==> src/rtl/rib_dma_master_if.sv <==
// Port bundle of the RIB DMA master: software control/status plus the RIB initiator signals.
// The master modport is the DMA side; the slave modport is the bus/controller side.
interface rib_dma_master_if #(
   parameter int AW    = 32,
   parameter int DW    = 32,
   parameter int LEN_W = 16
);
   logic             start_i;
   logic [AW-1:0]    src_addr_i;
   logic [AW-1:0]    dst_addr_i;
   logic [LEN_W-1:0] len_i;
   logic             busy_o;
   logic             done_o;
   logic             m_req_o;
   logic             m_we_o;
   logic [AW-1:0]    m_addr_o;
   logic [DW-1:0]    m_data_o;
   logic [DW-1:0]    m_data_i;
   logic             m_gnt_i;
   logic             int_o;
   logic             int_clr_i;

   modport master (
      input  start_i, src_addr_i, dst_addr_i, len_i, m_data_i, m_gnt_i, int_clr_i,
      output busy_o, done_o, m_req_o, m_we_o, m_addr_o, m_data_o, int_o
   );

   modport slave (
      output start_i, src_addr_i, dst_addr_i, len_i, m_data_i, m_gnt_i, int_clr_i,
      input  busy_o, done_o, m_req_o, m_we_o, m_addr_o, m_data_o, int_o
   );
endinterface

==> src/rtl/rib_dma_master.sv <==
// Word-copy DMA on a spare RIB master port: one read then one write per word, stalled by m_gnt_i.
// Define DMA_IRQ_EN to add a sticky completion interrupt (int_o, cleared by int_clr_i).
module rib_dma_master #(
   parameter int AW    = 32,
   parameter int DW    = 32,
   parameter int LEN_W = 16
) (
   input  logic             clk,
   input  logic             rst,
   rib_dma_master_if.master bus
);

   typedef enum logic [1:0] {IDLE, RD, WR, DONE} state_t;

   state_t           state_q, state_d;
   logic [AW-1:0]    src_q, src_d;
   logic [AW-1:0]    dst_q, dst_d;
   logic [LEN_W-1:0] cnt_q, cnt_d;
   logic [DW-1:0]    data_buf_q, data_buf_d;

   logic             req_q, req_d;
   logic             we_q, we_d;
   logic             busy_q, busy_d;
   logic             done_q, done_d;
   logic [AW-1:0]    addr_q, addr_d;
   logic [DW-1:0]    wdata_q, wdata_d;

   // NOTE: every signal written here gets a default first, so no path leaves it unassigned and no latch is inferred.
   always_comb begin
      state_d    = state_q;
      src_d      = src_q;
      dst_d      = dst_q;
      cnt_d      = cnt_q;
      data_buf_d = data_buf_q;

      case (state_q)
         IDLE: if (bus.start_i) begin
            src_d   = bus.src_addr_i;
            dst_d   = bus.dst_addr_i;
            cnt_d   = bus.len_i;
            state_d = (bus.len_i == '0) ? DONE : RD;
         end
         RD: if (bus.m_gnt_i) begin
            data_buf_d = bus.m_data_i;
            state_d    = WR;
         end
         WR: if (bus.m_gnt_i) begin
            src_d   = src_q + AW'(4);
            dst_d   = dst_q + AW'(4);
            cnt_d   = cnt_q - LEN_W'(1);
            state_d = (cnt_q == LEN_W'(1)) ? DONE : RD;
         end
         DONE:    state_d = IDLE;
         default: state_d = IDLE;
      endcase

      // Bus outputs are registered from the next-state decode, so m_gnt_i never reaches them combinationally.
      req_d   = (state_d == RD) || (state_d == WR);
      we_d    = (state_d == WR);
      busy_d  = (state_d != IDLE);
      done_d  = (state_d == DONE);
      addr_d  = '0;
      wdata_d = '0;
      if (state_d == RD) begin
         addr_d = src_d;
      end else if (state_d == WR) begin
         addr_d  = dst_d;
         wdata_d = data_buf_d;
      end
   end

   // NOTE: sequential state uses non-blocking assignments so every flop samples pre-edge values.
   always_ff @(posedge clk or posedge rst) begin
      if (rst) begin
         state_q    <= IDLE;
         src_q      <= '0;
         dst_q      <= '0;
         cnt_q      <= '0;
         data_buf_q <= '0;
         req_q      <= 1'b0;
         we_q       <= 1'b0;
         busy_q     <= 1'b0;
         done_q     <= 1'b0;
         addr_q     <= '0;
         wdata_q    <= '0;
      end else begin
         state_q    <= state_d;
         src_q      <= src_d;
         dst_q      <= dst_d;
         cnt_q      <= cnt_d;
         data_buf_q <= data_buf_d;
         req_q      <= req_d;
         we_q       <= we_d;
         busy_q     <= busy_d;
         done_q     <= done_d;
         addr_q     <= addr_d;
         wdata_q    <= wdata_d;
      end
   end

   assign bus.busy_o   = busy_q;
   assign bus.done_o   = done_q;
   assign bus.m_req_o  = req_q;
   assign bus.m_we_o   = we_q;
   assign bus.m_addr_o = addr_q;
   assign bus.m_data_o = wdata_q;

`ifdef DMA_IRQ_EN
   logic int_q;

   // Set has priority over clear so a completion is never lost.
   always_ff @(posedge clk or posedge rst) begin
      if (rst) begin
         int_q <= 1'b0;
      end else if (state_q == DONE) begin
         int_q <= 1'b1;
      end else if (bus.int_clr_i) begin
         int_q <= 1'b0;
      end
   end

   assign bus.int_o = int_q;
`else
   logic unused_int_clr;

   assign unused_int_clr = bus.int_clr_i;
   assign bus.int_o      = 1'b0;
`endif

endmodule
==> src/flat_wrapper.sv <==
// flat-port wrapper written by rule: the top's interface ports become plain ports
module rib_dma_master_flat 
#(
   parameter int AW    = 32,
   parameter int DW    = 32,
   parameter int LEN_W = 16
)
  (clk, rst, bus_start_i, bus_src_addr_i, bus_dst_addr_i, bus_len_i, bus_m_data_i, bus_m_gnt_i, bus_int_clr_i, bus_busy_o, bus_done_o, bus_m_req_o, bus_m_we_o, bus_m_addr_o, bus_m_data_o, bus_int_o);
  rib_dma_master_if #(.AW(AW), .DW(DW), .LEN_W(LEN_W)) bus_i ();
  input  logic clk;
  input  logic rst;
  input wire logic [$bits(bus_i.start_i)-1:0] bus_start_i;
  input wire logic [$bits(bus_i.src_addr_i)-1:0] bus_src_addr_i;
  input wire logic [$bits(bus_i.dst_addr_i)-1:0] bus_dst_addr_i;
  input wire logic [$bits(bus_i.len_i)-1:0] bus_len_i;
  input wire logic [$bits(bus_i.m_data_i)-1:0] bus_m_data_i;
  input wire logic [$bits(bus_i.m_gnt_i)-1:0] bus_m_gnt_i;
  input wire logic [$bits(bus_i.int_clr_i)-1:0] bus_int_clr_i;
  output wire logic [$bits(bus_i.busy_o)-1:0] bus_busy_o;
  output wire logic [$bits(bus_i.done_o)-1:0] bus_done_o;
  output wire logic [$bits(bus_i.m_req_o)-1:0] bus_m_req_o;
  output wire logic [$bits(bus_i.m_we_o)-1:0] bus_m_we_o;
  output wire logic [$bits(bus_i.m_addr_o)-1:0] bus_m_addr_o;
  output wire logic [$bits(bus_i.m_data_o)-1:0] bus_m_data_o;
  output wire logic [$bits(bus_i.int_o)-1:0] bus_int_o;
  assign bus_i.start_i = bus_start_i;
  assign bus_i.src_addr_i = bus_src_addr_i;
  assign bus_i.dst_addr_i = bus_dst_addr_i;
  assign bus_i.len_i = bus_len_i;
  assign bus_i.m_data_i = bus_m_data_i;
  assign bus_i.m_gnt_i = bus_m_gnt_i;
  assign bus_i.int_clr_i = bus_int_clr_i;
  assign bus_busy_o = bus_i.busy_o;
  assign bus_done_o = bus_i.done_o;
  assign bus_m_req_o = bus_i.m_req_o;
  assign bus_m_we_o = bus_i.m_we_o;
  assign bus_m_addr_o = bus_i.m_addr_o;
  assign bus_m_data_o = bus_i.m_data_o;
  assign bus_int_o = bus_i.int_o;
  rib_dma_master #(.AW(AW), .DW(DW), .LEN_W(LEN_W)) u_core (.clk(clk), .rst(rst), .bus(bus_i));
endmodule
==> config.mk <==
export PLATFORM = sky130hd
export DESIGN_NAME = rib_dma_master_flat
export DESIGN_NICKNAME = d
export VERILOG_FILES = /design/src/rtl/rib_dma_master_if.sv /design/src/rtl/rib_dma_master.sv /design/src/flat_wrapper.sv
export SDC_FILE = /design/constraint.sdc
export NUM_CORES = 1
export LEC_CHECK = 0
export CORE_MARGIN = 2
export CORE_UTILIZATION = 46
export CTS_CLUSTER_SIZE = 25
export DETAILED_ROUTE_END_ITERATION = 16
export PLACE_DENSITY_LB_ADDON = 0.2
export RECOVER_POWER = 100
export SLEW_MARGIN = 5
export SYNTH_ARGS = -nofsm -noshare
export SYNTH_HDL_FRONTEND = slang
export SYNTH_SLANG_ARGS = --single-unit
export TNS_END_PERCENT = 1
==> constraint.sdc <==
create_clock -name clk -period 6.21 [get_ports clk]
set_input_delay 1.242 -clock clk [delete_from_list [all_inputs] [get_ports clk]]
set_output_delay 1.242 -clock clk [all_outputs]
set_load 0.01 [all_outputs]
After elaboration in Yosys (flattened, before gate mapping). Index checks and enable logic that the tools add are counted.

Add/subtract/negate cells: 3. Equality and inequality tests: 9. Mux-type cells: 21. Reduce and logical (&&, ||, !) cells: 6.

Operator list (number): $mux 32 (10); $pmux 32 s2 (2); $add 32x3->32 const B (2); $mux 16 (2); $pmux 16 s2 (1); $eq 16x1->1 const B (1); $logic_not 16->1 (1); $sub 16x1->16 const B (1); $mux 2 (5); $eq 2x2->1 const B (4); $pmux 2 s4 (1); $eq 2x1->1 const B (2); $ne 2x2->1 const B (2); $reduce_bool 2->1 (2); $reduce_and 3->1 (1); $logic_not 2->1 (1); $logic_or 1x1->1 (1).

Register bits: 182. Input bits: 117. Output and inout port bits: 69. Logic and storage cells: 50.

Logic depth before layout (Yosys ltp). Gate-level depths: netlist of the first run.

Word-level depth: 7. Gate-level depth with buffers: 12. Mapped depth without buffers: 10.

Worst setup path before layout of the first run. No wires, ideal clock.

Kind: input -> register. From: input bus_m_gnt_i. To: register u_core.addr_q[30], in the netlist u_core.bus.m_addr_o[30]. Library setup time: 122 ps. Data arrival time: 3685 ps. Data required time: 6088 ps. Slack: 2404 ps. Stages on the path: 10. Path buffers: 4. Cells stage by stage: clkbuf_8 nand3_1 clkbuf_1 o21ai_0 nor3_1 ha_1 clkdlybuf4s50_2 and2b_2 clkbuf_1 a32o_1.

Longest elaborated chain between the ends: 5. Elaborated cells between the ends (all ways): 11. Classes of those cells: eq/ne: 2; mux: 9.

Ends and longest elaborated chain: start, declared (line flat_wrapper.sv:17) `input wire logic [$bits(bus_i.m_gnt_i)-1:0] bus_m_gnt_i;`; $mux 2 (on tied branches) (line rib_dma_master.sv:47, rib_dma_master.sv:43); $pmux 2 s4 (line rib_dma_master.sv:36) `case (state_q)`; $eq 2x2->1 (line rib_dma_master.sv:66) `end else if (state_d == WR) begin`; $mux 32 (line rib_dma_master.sv:66); $mux 32 * (line rib_dma_master.sv:64) `if (state_d == RD) begin`; via u_core.addr_d[30] (line rib_dma_master.sv:25) `logic [AW-1:0] addr_q, addr_d;`; end signal, assigned (line rib_dma_master.sv:96) `addr_q <= addr_d;`; end, declared (line rib_dma_master.sv:25).

Mark *: on every way through the listed nets, which the timed path passes. The rest lies on a longest branch. A chain may end at the register's enable or synchronous reset.

Final worst setup path of the first run.
From: input bus_start_i. To: register u_core.wdata_q[23], in the netlist u_core.bus.m_data_o[23].

Longest elaborated chain between the ends: 5. Elaborated cells between the ends (all ways): 6. Classes of those cells: eq/ne: 2; mux: 4.

Ends and longest elaborated chain: start, declared (line flat_wrapper.sv:12) `input wire logic [$bits(bus_i.start_i)-1:0] bus_start_i;`; $mux 2 * (line rib_dma_master.sv:37) `IDLE: if (bus.start_i) begin`; $pmux 2 s4 * (line rib_dma_master.sv:36); via u_core.state_d[0] (line rib_dma_master.sv:15) `state_t state_q, state_d;`; $eq 2x2->1 (line rib_dma_master.sv:66); $mux 32 (line rib_dma_master.sv:66); $mux 32 * (line rib_dma_master.sv:64); via u_core.wdata_d[23] (line rib_dma_master.sv:26) `logic [DW-1:0] wdata_q, wdata_d;`; end signal, assigned (line rib_dma_master.sv:97) `wdata_q <= wdata_d;`; end, declared (line rib_dma_master.sv:26).

Marked as above.

==> flow_results.org, run 1 <==
** Run status
- Result of the run :: finished, violations left
- Violations in the final reports :: capacitance limit, slew limit

** Power
- Across the VDD grid, the largest voltage drop is 222 uV.
- Summed over all cells, the static leakage comes to 4.80 nW.
- Areal power density over the cells :: 423 nW/um2

** Hold path
- The min-delay analysis places its worst path in the category reg2reg.
- Hold path endpoint :: u_core.src_q[0]
- The startpoint identified for the worst hold timing path is u_core.src_q[0].
- Along the worst hold path, the cell count comes to 2.

** Timing
- Adding up every negative setup slack in the final design gives 0 ns.
- Relative max-transition margin :: -49.1%
- The number of hold violations in the final report came to 0.
- Final setup vio count :: 0
- Of the available clock period, the critical path in the final layout requires 79.1%.
- Transition time of the tightest slew-check pin :: 2.24 ns
- Clock skew after layout :: 0.0123 ns
- Highest clock frequency the design can meet :: approximately 200 MHz
- The number of slew-limit violations in the final report came to 134.
- Setup repair after global routing left no endpoint under its margin.
- Once routing completed, OpenROAD measured the worst setup slack at 1.30 ns.
- The worst path needs 4.91 ns of the cycle, external delays included.

** Drt
- Post-detailed-route count of antenna-violating nets :: 0
- Sum of routed wire length over all layers :: about 24000 um
- In this run, the number of DRC markers left after iteration 0 of detailed routing was 549.
- Average wire per standard cell :: 19.4 um
- Detailed routing inserted a total of 7282 vias.
- In the routed layout, each cell is associated on average with a via count of 5.88.
- For this run, the detailed router's first-pass iteration total came to 5.
- Number of remaining DRC errors :: 0

** Yosys
- Sequential elements use 52.5% of the synthesized area.
- Number of synthesis warnings :: 0
- Unique cell type count in the Yosys netlist :: 72
- Net count after synthesis :: 952
- Count of flip-flops with a built-in enable after synthesis :: 0
- Synth Register Bits :: between 150 and 200
- Number of instances in the synthesized netlist :: 826
- Of all cell types, the one taking the most synthesized area is dfrtp_1.
- Post-synth top area share :: 52.5%
- Most used flip-flop cell after synthesis :: dfrtp_1
- Synthesized area divided by synthesized cell count :: 10.5 um2
- Post-synthesis instance area :: 8670 um2
- By area the synthesized netlist is led by dfrtp_1 (53%), mux2_2 (4.8%), a22o_1 (2.7%).
- Async set-reset flop share out of synthesis :: 100%

** Placement
- Post-placement setup slack :: 1.59 ns
- Number of buffers added on ports :: 183
- DPL Wire Length :: 15900 um
- Routability-driven placement congestion ratio :: 0.859

** Critical path
- The signal on the critical path passes through dlygate4sd3_1 -> o21ba_1 -> clkbuf_1 -> nand2_1 -> o31ai_1 -> ha_1 -> buf_4 -> inv_1 -> nand2_1 -> buf_4 -> nor2b_1.
- The startpoint identified for the worst register-to-register timing path is u_core.state_q[1].
- Buffers & Inverters on Critical Path :: 5
- Reg-to-reg critical path endpoint :: u_core.bus.m_data_o[23]
- For this run, the slowest stage of the critical path takes 1.28 ns.
- Kind of end point of the critical path :: flip-flop
- The worst setup path is of the in2reg kind.
- Register-to-register setup slack :: 2.01 ns
- Worst Reg2Reg Path Length in Cells :: 11
- Of all nets on the critical path, the largest fanout is 33.
- Data on the critical path arrives at its endpoint at approximately 5.2 ns.
- Counting buffers and inverters, the worst setup path is 11 cells deep.
- Slowest stage cell, crit path :: clkbuf_1
- The worst setup path is launched from an input port.
- Data required time at the worst endpoint :: 6.51 ns
- Broken down by cell family, the worst path's largest delay share belongs to buffers and inverters.

** CTS
- Total number of clock tree sinks :: 182
- Buffers inserted by post-CTS timing repair :: 0
- H-tree depth reported by CTS :: 4
- Clk Latency, worst-skew pair :: roughly 0.43 ns
- The number of clock buffers added by TritonCTS is 17.
- Maximum clock insertion buffer count :: 2
- CTS clk-pin slew, worst paths :: 0.07 ns
- TritonCTS clock tree :: done
- The number of gates resized after CTS was 0.
- Root Driver :: clkbuf_16
- After clock tree synthesis, the flow added hold-fix buffers numbering 0.

** Final layout
- The area growth from synthesis to layout is 29.4%.
- Leaving out fill and tap cells, the most frequent cells in the layout are dfrtp_1 (182), clkdlybuf4s50_1 (112), dlygate4sd3_1 (71).
- Of the cells placed in the final design, the portion with a size suffix greater than 1 is 9.05%.
- # nets final :: ~1100
- Number of antenna diodes :: 0
- The library cell used most frequently in the layout, excluding fill and tap cells, is dfrtp_1.

** GRT
- After global routing the overflow that remains totals 0.
- Global-route wire length before repair :: roughly 39000 um
- The via count of the first global-routing pass came to around 7200.
- Entering global routing, the biggest net connects 104 pins.
- Antenna violations before repair :: 1
- Overall routing resource usage :: 24.9%

** Floorplanning
- The floorplan step set the die height to 141 um.
- In this run the core area contains 50 standard-cell rows.
- Die X :: 141 um
- Once the floorplan was initialized, standard cells occupied 46.7% of the core.
- Overall die area :: 20000 um2
- Area of the core :: approximately 19000 um2
- 186 I/O pins were placed.

** Job
- Across the run, the number of max-cap violations was 4.
## final cells by class
type	instances	area [um2]
clock buffer	17	425
clock inverter	15	189
fill	1536	7360
inverter	11	46.3
multi-input combinational	583	3800
sequential	182	4550
tap	234	293
timing repair buffer	197	1920
## synthesized netlist by cell type, drive strengths merged, types with 13 or more instances
cell,count
nand2,61
a22oi,13
nand3,31
nor4,14
a22o,27
o21ai,46
a21oi,44
nor3,22
nand4,17
mux2i,21
clkbuf,39
nor2b,34
o22ai,29
nor2,53
dfrtp,182
mux2,37
## worst reg2reg max path, cell delays in order (launching register included)
cell	delay [ns]
dfrtp_1	0.35
buf_4	0.42
o21ba_1	0.36
clkbuf_1	1.28
nand2_1	0.15
o31ai_1	0.21
ha_1	0.25
buf_4	0.39
inv_1	0.13
nand2_1	0.08
buf_4	0.33
nor2b_1	0.11
## cell families after synthesis
family	Yosys count	share of synthesized area, %
other	1	0.0432
multiplexers	58	7.23
AND/OR/NAND/NOR	290	17.7
adder cells (fa/ha/maj)	9	1.30
buffers and inverters	61	3.68
AO/OA/AOI/OAI	220	17.0
flip-flops	182	52.5
XOR/XNOR	5	0.505
## sequential cells by signal, indices dropped and copies added, names as in the netlist
signal,cells
u_core.bus.busy_o,1
u_core.bus.done_o,1
u_core.bus.m_addr_o,32
u_core.bus.m_data_o,32
u_core.bus.m_req_o,1
u_core.bus.m_we_o,1
u_core.cnt_q,16
u_core.data_buf_q,32
u_core.dst_q,32
u_core.src_q,32
u_core.state_q,2
## worst max-delay path by stage
stage | to | slack (ns) | start
2_1_floorplan | u_core.bus.busy_o | 0.02 | rst
3_3_place_gp | u_core.bus.m_data_o[7] | 1.65 | bus_m_gnt_i
3_5_place_dp | u_core.bus.m_data_o[23] | 1.59 | bus_m_gnt_i
4_1_cts | u_core.bus.m_data_o[23] | 2.05 | bus_m_gnt_i
5_1_grt | u_core.bus.m_data_o[11] | 0.94 | bus_start_i
6_report | u_core.bus.m_data_o[23] | 1.30 | bus_start_i
## through the flow
stage / hold slack (ns) / cells / instance area, um2 / power (W) / utilization (%)
after floorplan: 0.441 / 826 / 8670 / 0.00306 / -
final: 0.482 / 1239 / 11200 / 0.00475 / 60.4
after global placement: 0.458 / 1207 / 10600 / 0.00365 / 57.3
after detailed placement: 0.469 / 1207 / 10600 / 0.00370 / 57.3
after global routing: 0.506 / 1239 / 11200 / 0.00506 / 60.4
after CTS: 0.487 / 1239 / 11300 / 0.00482 / 60.6
## per-layer routing
| layer | vias up | wire, um | track usage (%) |
|---|---|---|---|
| met5 | - | 0 | 0 |
| met4 | 0 | 426 | 7.79 |
| met3 | 29 | 2200 | 7.93 |
| met2 | 295 | 11100 | 38.1 |
| met1 | 3564 | 10300 | 33.9 |
| li1 | 3394 | - | - |
## report_power, final
part           switching, W  leakage, nW  total, W  internal (W)
Sequential         0.000385         2.26   0.00203       0.00165
Clock              0.000523        0.295   0.00110      0.000580
Combinational      0.000848         2.25   0.00161      0.000762
Total               0.00176         4.80   0.00475       0.00299
Power figures use the tool's default switching activity.
==> run 2, diff against run 1 <==
- CORE_UTILIZATION: 46 -> 51
- clock period: 6.21 -> 4.9 ns (I/O delays scaled with it)
==> run 2 against run 1 <==
The flow still finishes with violations (capacitance limit, slew limit). Combinational power grew 26%. Register-to-register slack lost 0.56 ns. Critical endpoint is now u_core.bus.m_addr_o[31]. Hold slack lost 0.0065 ns. Critical path type unchanged. Total power grew 26%. Flip-flop and latch count is the same. Routed wire length shrank 2.6%. Critical path depth shrank 3. Core utilization grew 7.1 points. Design area shrank 0.31%. Sequential power grew 27%. Die area shrank 9.5%.
==> flow_results.org, run 2 (same netlist as run 1, synthesis figures left out) <==
** Power
- The leakage power figure is 4.80 nW (about the same).
- The cell area power density was 534 nW/um2 (+26%).
- The largest vdd supply drop is 333 uV (+50%).
- Total power :: 0.00597 W (+26%)

** Timing
- After layout, the worst path uses 80.3% of the clock period.
- The worst-margin pin slew came to 2.84 ns (+0.599 ns).
- Highest clock frequency the design can meet :: 254 MHz
- The number of hold violations in the final report is 0 (unchanged).
- Fin Setup TNS :: 0 ns (unchanged)
- The worst clock skew on the final layout came to 0.00892 ns (-0.00337 ns).
- Final setup vio count :: 0 (unchanged)
- For the finished layout, the period the worst path requires is 3.93 ns.
- The minimum hold slack is 0.476 ns (-0.00649 ns).
- RSZ-0062 raised after global routing :: false
- The number of slew-limit violations in the final report is 246 (+84%).
- The worst slew margin relative to its limit is -89.0% (-40 points).

** Hold path
- The worst hold path cell count is 2 (unchanged).
- Hold path endpoint :: u_core.dst_q[1]
- Hold path start :: u_core.dst_q[1]
- The min-delay analysis places its worst path in the category reg2reg.

** Drt
- Average wire per standard cell :: 19.1 um (-1.7%)
- The initial detailed-routing violation count is 643 (+17%).
- The number of vias after detailed routing was 7294 (+0.16%).
- The number of iterations in the first detailed-routing pass is 5 (unchanged).
- Post-detailed-route count of antenna-violating nets :: 0 (unchanged)
- The ratio of routed vias to standard cells is 5.94 (+1.1%).
- Sum of routed wire length over all layers :: 23400 um (-2.6%)
- Number of remaining DRC errors :: 0 (unchanged)

** Floorplanning
- Area of the core :: 16600 um2 (-11%)
- Row Count :: 47 (-6.0%)
- Top-level port count :: 186 (unchanged)
- Overall die area :: 18100 um2 (-9.5%)
- Floorplan die height :: 134 um (-4.9%)
- The starting density of the core was 52.3% (+5.6 points).
- Die X :: 134 um (-4.9%)

** CTS
- Clk Latency, worst-skew pair :: 0.44 ns (about the same)
- The number of gates resized after cts came to 0 (unchanged).
- Hold buffer count at cts :: 0 (unchanged)
- Maximum clock insertion buffer count :: 2 (unchanged)
- Clock tree synthesis selected as its root buffer the cell clkbuf_16.
- The number of levels the H-tree was split into was 4 (unchanged).
- TritonCTS clock tree :: done
- Total number of clock tree sinks :: 182 (unchanged)
- The number of buffers inserted by post-CTS setup repair came to 0 (unchanged).
- The number of buffers created by CTS was 17 (unchanged).
- CTS clk-pin slew, worst paths :: 0.07 ns (about the same)

** Final layout
- The post-layout net count came to 1120 (+0.18%).
- The top cell types in the final layout, fill and taps aside, are dfrtp_1 (182), clkdlybuf4s50_1 (113), dlygate4sd3_1 (70).
- Layout overhead on the synthesized area :: 29.0%
- The final design instance area without fill is 11200 um2 (-0.31%).
- Final cell count without fillers :: 1227 (-0.97%)
- Most common cell after layout, fill and taps aside :: dfrtp_1
- The share of final-layout standard cells stronger than drive strength 1 is 8.84% (-0.22 points).
- Number of antenna diodes :: 0 (unchanged)

** Run status
- The run finished, with violations left.
- Violations in the final reports :: capacitance limit, slew limit

** Critical path
- Register-to-register setup slack :: 1.45 ns (-0.56 ns)
- STA classifies the critical path startpoint as an input port.
- Critical path's largest stage delay :: 1.14 ns (-0.14 ns)
- The highest net fanout along the worst path came to 28 (-15%).
- The worst setup path is captured at a flip-flop.
- The data arrival time at the worst-slack endpoint was 4.25 ns (-0.96 ns).
- The slowest stage of the critical path is the clkbuf_1 cell.
- Worst Reg2Reg Path Length in Cells :: 8 (-3)
- Traced cell by cell, the critical path runs through dlygate4sd3_1 -> o21bai_1 -> clkbuf_1 -> nor2_1 -> clkbuf_1 -> mux2i_1 -> mux2i_1 -> a22o_1.
- The critical path is of the in2reg type.
- Reg-to-reg critical path endpoint :: u_core.bus.m_addr_o[31]
- The required time of the worst setup path was 5.22 ns (-1.29 ns).
- Worst reg2reg path startpoint :: u_core.state_q[0]

** GRT
- Vias in the first global route :: 7163 (-1.1%)
- Remaining global-route overflow :: 0 (unchanged)
- The initial antenna violation count came to 0 (-1).
- The total track usage is 26.8% (+1.9 points).
- Global-route wire length before repair :: 37600 um (-3.4%)
- The pin count of the biggest net entering global routing is 120 (+15%).

** Placement
- The final weighted congestion in routability-driven placement was 0.870 (+1.4%).
- The detailed placer's ending HPWL is 15700 um (-1.7%).
- Cell area after placement :: 10600 um2 (about the same)
- Number of buffers added on ports :: 183 (unchanged)
- The number of cells after detailed placement came to 1195 (-0.99%).

** Job
- The max-capacitance violation count is 4 (unchanged).
-- run 2: cell count changes in the layout (fill, tap and decap cells not counted), sizes merged --
cell,change
dlygate4sd3,-1
clkbuf,+1
clkinvlp,+1
clkinv,-3
clkdlybuf4s50,+1
inv,+2
buf,+1
-- run 2: critical path, delay by kind of cell --
family,cells,cell delay [ns]
buffers and inverters,3,2.22
muxes,2,0.41
AOI/OAI and AO/OA,2,0.35
and+or+nand+nor,1,0.28
-- run 2: final cells by class --
type	instances	area, um2
timing repair buffer	199	1930
clock buffer	17	425
tap	220	275
multi-input combinational	583	3800
inverter	11	45.0
sequential	182	4550
clock inverter	15	159
fill	1339	5400
-- run 2: worst max path at each step --
stage | from | endpoint | slack (ns) | cells past startpoint
floorplan | bus_m_gnt_i | u_core.bus.m_addr_o[30] | 1.36 | 10
global placement | bus_start_i | u_core.bus.m_data_o[4] | 1.09 | 11
detailed placement | bus_start_i | u_core.bus.m_data_o[2] | 1.0 | 11
CTS | bus_start_i | u_core.bus.m_data_o[2] | 1.42 | 11
global route | rst | u_core.src_q[19] | 0.64 | 3
finish | bus_start_i | u_core.bus.m_addr_o[31] | 0.97 | 8
-- run 2: per-stage QoR --
| stage | util [%] | setup WS, ns |
|---|---|---|
| 3_3_place_gp | 64.2 | 1.09 |
| 3_5_place_dp | 64.2 | 0.997 |
| 2_1_floorplan | - | 1.36 |
| 4_1_cts | 67.7 | 1.42 |
| 5_1_grt | 67.5 | 0.637 |
| 6_report | 67.5 | 0.967 |
-- run 2: power by group --
group          leakage [nW]  switching [W]  internal, W
Sequential             2.26       0.000482      0.00209
Combinational          2.26        0.00107     0.000961
Clock                 0.289       0.000642     0.000724
Total                  4.80        0.00220      0.00378
-- run 2: layer usage --
metal / wire length (um) / vias up / global-route usage, %
li1: - / 3392 / -
met5: 0 / - / 0
met1: 9740 / 3557 / 35.8
met3: 2070 / 33 / 8.01
met2: 11100 / 312 / 42.1
met4: 452 / 0 / 8.89
